===== src/rtl/instruction_queue.sv =====
// Instruction FIFO between fetch and decode. The head word is split into opcode and operand
// fields, and the word behind it is exposed as an immediate for two-word pops.
module instruction_queue #(
  parameter int unsigned WIDTH    = 16,
  parameter int unsigned OPCODE_W = 7,
  parameter int unsigned OPER_W   = 3,
  parameter int unsigned DEPTH    = 4,
  parameter int unsigned CNT_W    = 3
) (
  input  logic                clock,
  input  logic                notReset,
  input  logic                notFlush,
  input  logic                notPush,
  input  logic [WIDTH-1:0]    in,
  input  logic                notPop,
  input  logic                popTwo,
  output logic                outValid,
  output logic [OPCODE_W-1:0] outOpcode,
  output logic [OPER_W-1:0]   outOp0,
  output logic [OPER_W-1:0]   outOp1,
  output logic [OPER_W-1:0]   outOp2,
  output logic                outNextValid,
  output logic [WIDTH-1:0]    outNext,
  output logic [CNT_W-1:0]    count,
  output logic                full,
  output logic                empty,
  output logic                error
);

  localparam int unsigned PtrW = (DEPTH > 1) ? $clog2(DEPTH) : 1;

  logic [WIDTH-1:0] mem_q [DEPTH];
  logic [PtrW-1:0]  rd_q, rd_d, wr_q, wr_d;
  logic [CNT_W-1:0] count_q, count_d;
  logic             error_q, error_d;

  logic             push_req, pop_req, push_ok, pop_ok;
  logic [CNT_W-1:0] pop_amt;
  logic [WIDTH-1:0] head_word;
  logic [WIDTH-1:0] next_word;

  assign push_req = ~notPush;
  assign pop_req  = ~notPop;
  assign pop_amt  = popTwo ? CNT_W'(2) : CNT_W'(1);

  // Legality is judged on the occupancy before the edge, so a word pushed into an
  // empty queue can never be popped in the same cycle.
  assign push_ok = push_req && (count_q != CNT_W'(DEPTH));
  assign pop_ok  = pop_req && (count_q >= pop_amt);

  always_comb begin
    rd_d    = rd_q;
    wr_d    = wr_q;
    count_d = count_q;
    error_d = error_q;
    if (!notReset || !notFlush) begin
      rd_d    = '0;
      wr_d    = '0;
      count_d = '0;
      error_d = 1'b0;
    end else begin
      if (push_ok) begin
        wr_d = wr_q + PtrW'(1);
      end
      if (pop_ok) begin
        rd_d = rd_q + PtrW'(pop_amt);
      end
      count_d = count_q + (push_ok ? CNT_W'(1) : CNT_W'(0)) - (pop_ok ? pop_amt : CNT_W'(0));
      if ((push_req && !push_ok) || (pop_req && !pop_ok)) begin
        error_d = 1'b1;
      end
    end
  end

  always_ff @(posedge clock) begin
    rd_q    <= rd_d;
    wr_q    <= wr_d;
    count_q <= count_d;
    error_q <= error_d;
  end

  // Storage is not reset; outputs are masked by the valid flags instead.
  always_ff @(posedge clock) begin
    if (notReset && notFlush && push_ok) begin
      mem_q[wr_q] <= in;
    end
  end

  assign outValid     = (count_q >= CNT_W'(1));
  assign outNextValid = (count_q >= CNT_W'(2));
  assign head_word    = outValid ? mem_q[rd_q] : '0;
  assign next_word    = outNextValid ? mem_q[rd_q + PtrW'(1)] : '0;

  assign outOpcode = head_word[WIDTH-1 -: OPCODE_W];
  assign outOp0    = head_word[3*OPER_W-1 -: OPER_W];
  assign outOp1    = head_word[2*OPER_W-1 -: OPER_W];
  assign outOp2    = head_word[OPER_W-1:0];
  assign outNext   = next_word;

  assign count = count_q;
  assign full  = (count_q == CNT_W'(DEPTH));
  assign empty = (count_q == '0);
  assign error = error_q;

endmodule


===== config.mk =====
export PLATFORM = sky130hd
export DESIGN_NAME = instruction_queue
export DESIGN_NICKNAME = d
export VERILOG_FILES = /design/src/rtl/instruction_queue.sv
export SDC_FILE = /design/constraint.sdc
export NUM_CORES = 1
export LEC_CHECK = 0
export BUFFER_PORTS_ARGS = -buffer_cell sky130_fd_sc_hd__buf_4
export CAP_MARGIN = 5
export CORE_ASPECT_RATIO = 0.5
export CORE_MARGIN = 1.5
export CORE_UTILIZATION = 50
export CTS_CLUSTER_SIZE = 16
export DETAILED_ROUTE_END_ITERATION = 16
export GPL_ROUTABILITY_DRIVEN = 1
export PLACE_DENSITY = 0.75
export SYNTH_ARGS = -nofsm -noshare
export SYNTH_HDL_FRONTEND = slang
export SYNTH_SLANG_ARGS = --single-unit

===== constraint.sdc =====
create_clock -name clock -period 2.6 [get_ports clock]
set_clock_uncertainty 0.15 [all_clocks]
set_input_delay 0.13 -clock clock [delete_from_list [all_inputs] [get_ports clock]]
set_output_delay 0.13 -clock clock [all_outputs]
set_load 0.05 [all_outputs]

* Word-level counts from Yosys, hierarchy flattened
Memory sizes are Yosys's and may differ from the RTL's. A register that Yosys moved wholly into a read port is not among the register bits.
Cells that the tools add are included.
** Storage, ports and cells
- Bits of input ports :: 22
- Bits in registers :: 8
- Memory bits (writable) :: 64
- Output and inout port bits :: 40
- Logic and storage cells :: 39
- Memories kept :: 1
** Memories
- mem_q :: depth 4, bits a word 16, read ports 2, clocked after memory_dff 1, write ports 1, RTL line 32 : logic [WIDTH-1:0] mem_q [DEPTH];
** Cells by class
- Reduce and logical (&&, ||, !) cells :: 13
- Bitwise logic cells :: 2
- Add/subtract/negate cells :: 5
- Mux-type cells :: 9
- Equal/unequal tests :: 2
- $lt $le $gt $ge :: 3
** Operator list (number)
- $mux 16 :: 2
- $mux 2 :: 4
- $logic_and 1x1->1 :: 6
- $add 2x1->2 const B :: 2
- $logic_not 1->1 :: 4
- $add 3x1->3 :: 1
- $eq 3x3->1 const B :: 1
- $ge 3x1->1 const B :: 1
- $ge 3x2->1 :: 1
- $ge 3x2->1 const B :: 1
- $logic_not 3->1 :: 1
- $mux 1 :: 3
- $ne 3x3->1 const B :: 1
- $sub 3x2->3 :: 1
- $add 2x2->2 :: 1
- $logic_or 1x1->1 :: 2
- $not 1->1 :: 2

* Longest topological paths before layout
- Depth in word-level cells :: 6
- Gate-level depth with buffers :: 12
- Mapped depth without buffers :: 12

* Worst setup path after synthesis
No wires, ideal clock.
- Kind :: reg2reg
- Start :: register count_q[2] (netlist: count[2])
- End :: register count_q[2] (netlist: count[2])
- Path buffers :: 0
- Stages on the path, launching flop included :: 11
- Slack :: -0.548 ns
- Arrival :: 2.878 ns
- Period minus slack after synthesis :: 3.148 ns
- Cells stage by stage :: dfxtp_1 > nor3b_2 > nor2_1 > inv_1 > ha_1 > inv_1 > ha_1 > fa_1 > xnor2_1 > xnor2_1 > nor2_1
** On the way
- Longest elaborated chain between the ends :: 5
- Elaborated cells on any way between the ends :: 8
- Those cells by class :: add/sub: 2; order compare: 1; eq/ne: 1; mux: 2; reduce/logical: 2
** RTL lines
- from (decl) :: RTL line 34 : logic [CNT_W-1:0] count_q, count_d;
- from (signal assigned) :: RTL line 78 : count_q <= count_d;
- $ne 3x3->1 :: RTL line 48 : assign push_ok = push_req && (count_q != CNT_W'(DEPTH));
- $logic_and 1x1->1 :: RTL line 48
- $mux 1 :: RTL line 68 : count_d = count_q + (push_ok ? CNT_W'(1) : CNT_W'(0)) - (pop_ok ? pop_amt : CNT_W'(0));
- $add 3x1->3 :: RTL line 68
- $sub 3x2->3 (*) :: RTL line 68
Every way passes the cells marked *; elsewhere a longest branch is shown, timed or not.
A chain may end at the register's enable or synchronous reset.

* Worst setup path after layout
- Start :: register count_q[1] (netlist: count[1])
- End :: register count_q[2] (netlist: count[2])
Same word-level chain as after synthesis.

==> run_results.csv <==
group,metric,value,unit
sta,fin_setup_tns,0,ns
drt,drtIter0Drc,151,
layout,fin_nets,331,
power_and_ir_drop,ir_worst_vdd,437,µV
layout,final_area,4710,µm²
setup_path,reg2reg_to,"count[2]$_SDFF_PP0_",
setup_path,crit_cells,11,
synth,yosysTopAreaCell,"edfxtp_1",
die,start_util,52.8,%
drt,route.vias.total,2137,
drt,routed_via_density,5.41,
synth,synth_cell_types,32,
layout,utilization,68.9,%
sta,fin_ws,0.126,ns
run_status,outcome,"finished clean",
setup_path,critPathLaunchType,"flip-flop",
power_and_ir_drop,power_leakage,1.73,nW
synth,synthCells,205,
setup_path,arrival,2.54,ns
placement,gp_congestion,0.852,
sta,min_period_over_period,95.1,%
layout,drive_gt1_share,46.9,%
sta,grt_setup_unrepaired,"false",
die,coreArea,6830,µm²
setup_path,r2r-start,"count[1]$_SDFF_PP0_",
die,die_area,7760,µm²
setup_path,cp.buffers_inverters,1,
setup_path,critical-path-slowest-cell,"dfxtp_4",
drt,wl_per_cell,18.6,µm
synth,synth-seq-area-share,58.8,%
die,fp.dieW,123,µm
grt,grt_overflow_total,0,
setup_path,cp_cell_sequence,"ha_1 -> nor2b_4 -> o2bb2ai_4 -> and2_1 -> ha_1 -> inv_1 -> ha_2 -> fa_2 -> xnor2_2 -> xnor2_1 -> nor2_1",
setup_path,r2r_setup_slack,0.13,ns
sta,finalSetupViolations,0,
layout,antennaDiodeCount,0,
synth,synthesis.nets,238,
drt,drt-total-wl,7.34,mm
min_path,min_from,"popTwo",
min_path,hold_depth,3,
drt,route.detailed.drc,0,
setup_path,path_delay_family,"adder cells",
clock_tree,cts_made_buffers,9,
setup_path,slowest_delay,0.36,ns
die,row_count,21,
setup_path,worstSetupPathType,"reg2reg",
synth,synth_area,3610,µm²
synth,synth_seq_cells,74,
power_and_ir_drop,power,3.25,mW
sta,tightest_slew,0.528,ns
flow_run,max_cap_viol_count,0,
drt,ant_nets,0,
power_and_ir_drop,power_density,690,nW/µm²
clock_tree,clkLatencyLatePin,0.33,ns
placement,dpl_worst_slack,-0.00759,ns
drt,dr.pass1.iters,4,
die,io-pin-count,62,
grt,grt_pass1_wl,11.9,mm
die,fp.dieH,63.1,µm
setup_path,rr_worst_depth,11,
layout,area_growth,30.5,%
grt,grt_pass1_vias,2277,
synth,syn_avg_cell_area,17.6,µm²
placement,placed_area,4240,µm²
clock_tree,clockRootBuffer,"clkbuf_16",
clock_tree,clock-sinks,74,
synth,synth_area_leaders,"edfxtp_1 (53%), mux4_2 (20%), dfxtp_1 (5.6%)",
grt,grtUsageTotal,21.1,%
clock_tree,clockBufferDepth,2,
clock_tree,cts_tree,"done",
sta,slew_headroom,63.9,%
sta,finalMaxSlewViolations,0,
grt,antenna_found_initial,0,
placement,io_buffers,61,
sta,hold_viol_final,0,
setup_path,endpoint_kind,"flip-flop",
setup_path,cp.required,2.66,ns
clock_tree,h-tree-depth,3,
synth,synth_top_area_share,53.3,%
setup_path,crit_fanout,5,
grt,grt_max_degree,19,
clock_tree,clk_pin_slew,0.05,ns
sta,max_freq,404,MHz
sta,post-route-min-period,2.47,ns
setup_path,critPathMostFrequentCell,"ha_1",
min_path,hold_path.class,"in2reg",
synth,yosysWarnings,0,
placement,hpwl,4.61,mm
[layer usage]
metal  share of wire (%)  up-vias  track usage, %
li1                    -      976               -
met1                  42     1077            25.8
met2                  52       75            36.8
met3                 5.3        9            6.43
met4                0.91        0            5.60
met5                   0        -               0
[worst register-to-register path: cells and delay by family (launching register included)]
| family | cells | cell delay, ns |
|---|---|---|
| AO/OA/AOI/OAI | 1 | 0.13 |
| XOR/XNOR | 2 | 0.27 |
| adder cells (fa/ha/maj) | 4 | 1.08 |
| buffers and inverters | 1 | 0.04 |
| flip-flops | 1 | 0.36 |
| AND/OR/NAND/NOR | 3 | 0.33 |
[worst max-delay path by stage]
stage | start | to
after floorplan | count[2]$_SDFF_PP0_ | count[1]$_SDFF_PP0_
after global placement | popTwo | count[2]$_SDFF_PP0_
after detailed placement | popTwo | count[2]$_SDFF_PP0_
after CTS | count[1]$_SDFF_PP0_ | count[2]$_SDFF_PP0_
after global routing | count[1]$_SDFF_PP0_ | count[2]$_SDFF_PP0_
final | count[1]$_SDFF_PP0_ | count[2]$_SDFF_PP0_
[area by class of cell]
| class | count | area, µm² |
|---|---|---|
| clock buffer | 10 | 229 |
| inverter | 9 | 33.8 |
| timing repair buffer | 92 | 738 |
| multi-input combinational | 112 | 1420 |
| tap | 92 | 115 |
| sequential | 74 | 2130 |
| clock inverter | 6 | 33.8 |
| fill | 457 | 2130 |
[cells in the mapped netlist (all sizes together)]
cell     number
xnor2         3
a31o          1
and2          5
a21oi         2
inv           9
o2bb2ai       1
nor2b        34
o21ai         1
mux2i         1
xor2          1
nor3b         1
buf           9
fa            1
nor3          2
edfxtp       64
mux4         32
nor2          9
nand2b        1
and3          2
dfxtp        10
a2111oi       1
ha           10
nand3         1
nand2         3
clkbuf        1
[cells in the final DEF, fill, tap and decap left out, types with 3 or more instances in the layout]
| cell type | instances |
|---|---|
| and2_1 | 5 |
| nor2b_4 | 9 |
| ha_1 | 8 |
| dfxtp_4 | 3 |
| inv_1 | 6 |
| mux4_2 | 32 |
| nor2_1 | 7 |
| dlygate4sd3_1 | 19 |
| nor2b_1 | 25 |
| edfxtp_1 | 64 |
| buf_4 | 73 |
| nand2_1 | 3 |
| dfxtp_1 | 7 |
| inv_2 | 3 |
| clkbuf_16 | 9 |
[what timing repair did]
| item | 4_1_cts | 5_1_grt |
|---|---|---|
| resized for setup | 0 | 2 |
| hold buffers | 19 | 0 |
| setup endpoints to repair | 0 | 2 |
| hold endpoints to repair | 67 | 0 |
| setup buffers | 0 | 1 |
[registers in the layout, indices dropped and copies added (netlist names), named ones only]
| name | flops |
|---|---|
| count | 3 |
| error | 1 |
| mem_q | 64 |
| rd_q | 2 |
| wr_q | 2 |
[kinds of logic after synthesis]
kind of cell    synth area share, %
compound gates                 1.15
xor+xnor                      0.972
fa+ha+maj                      4.03
buf+inv                        3.50
flops                          58.8
mux                            20.3
simple gates                   11.2
[power by group]
group	leakage (nW)	switching [mW]	internal [mW]
clock	0.127	0.439	0.636
combinational	0.939	0.532	0.303
sequential	0.662	0.0199	1.32
[through the flow]
stage	hold slack (ns)	cells
global placement	0.177	359
finish	0.0921	395
floorplan	0.0789	205
detailed placement	0.183	359
global route	0.0872	395
CTS	0.0740	394
(Power assumes the default switching activity.)
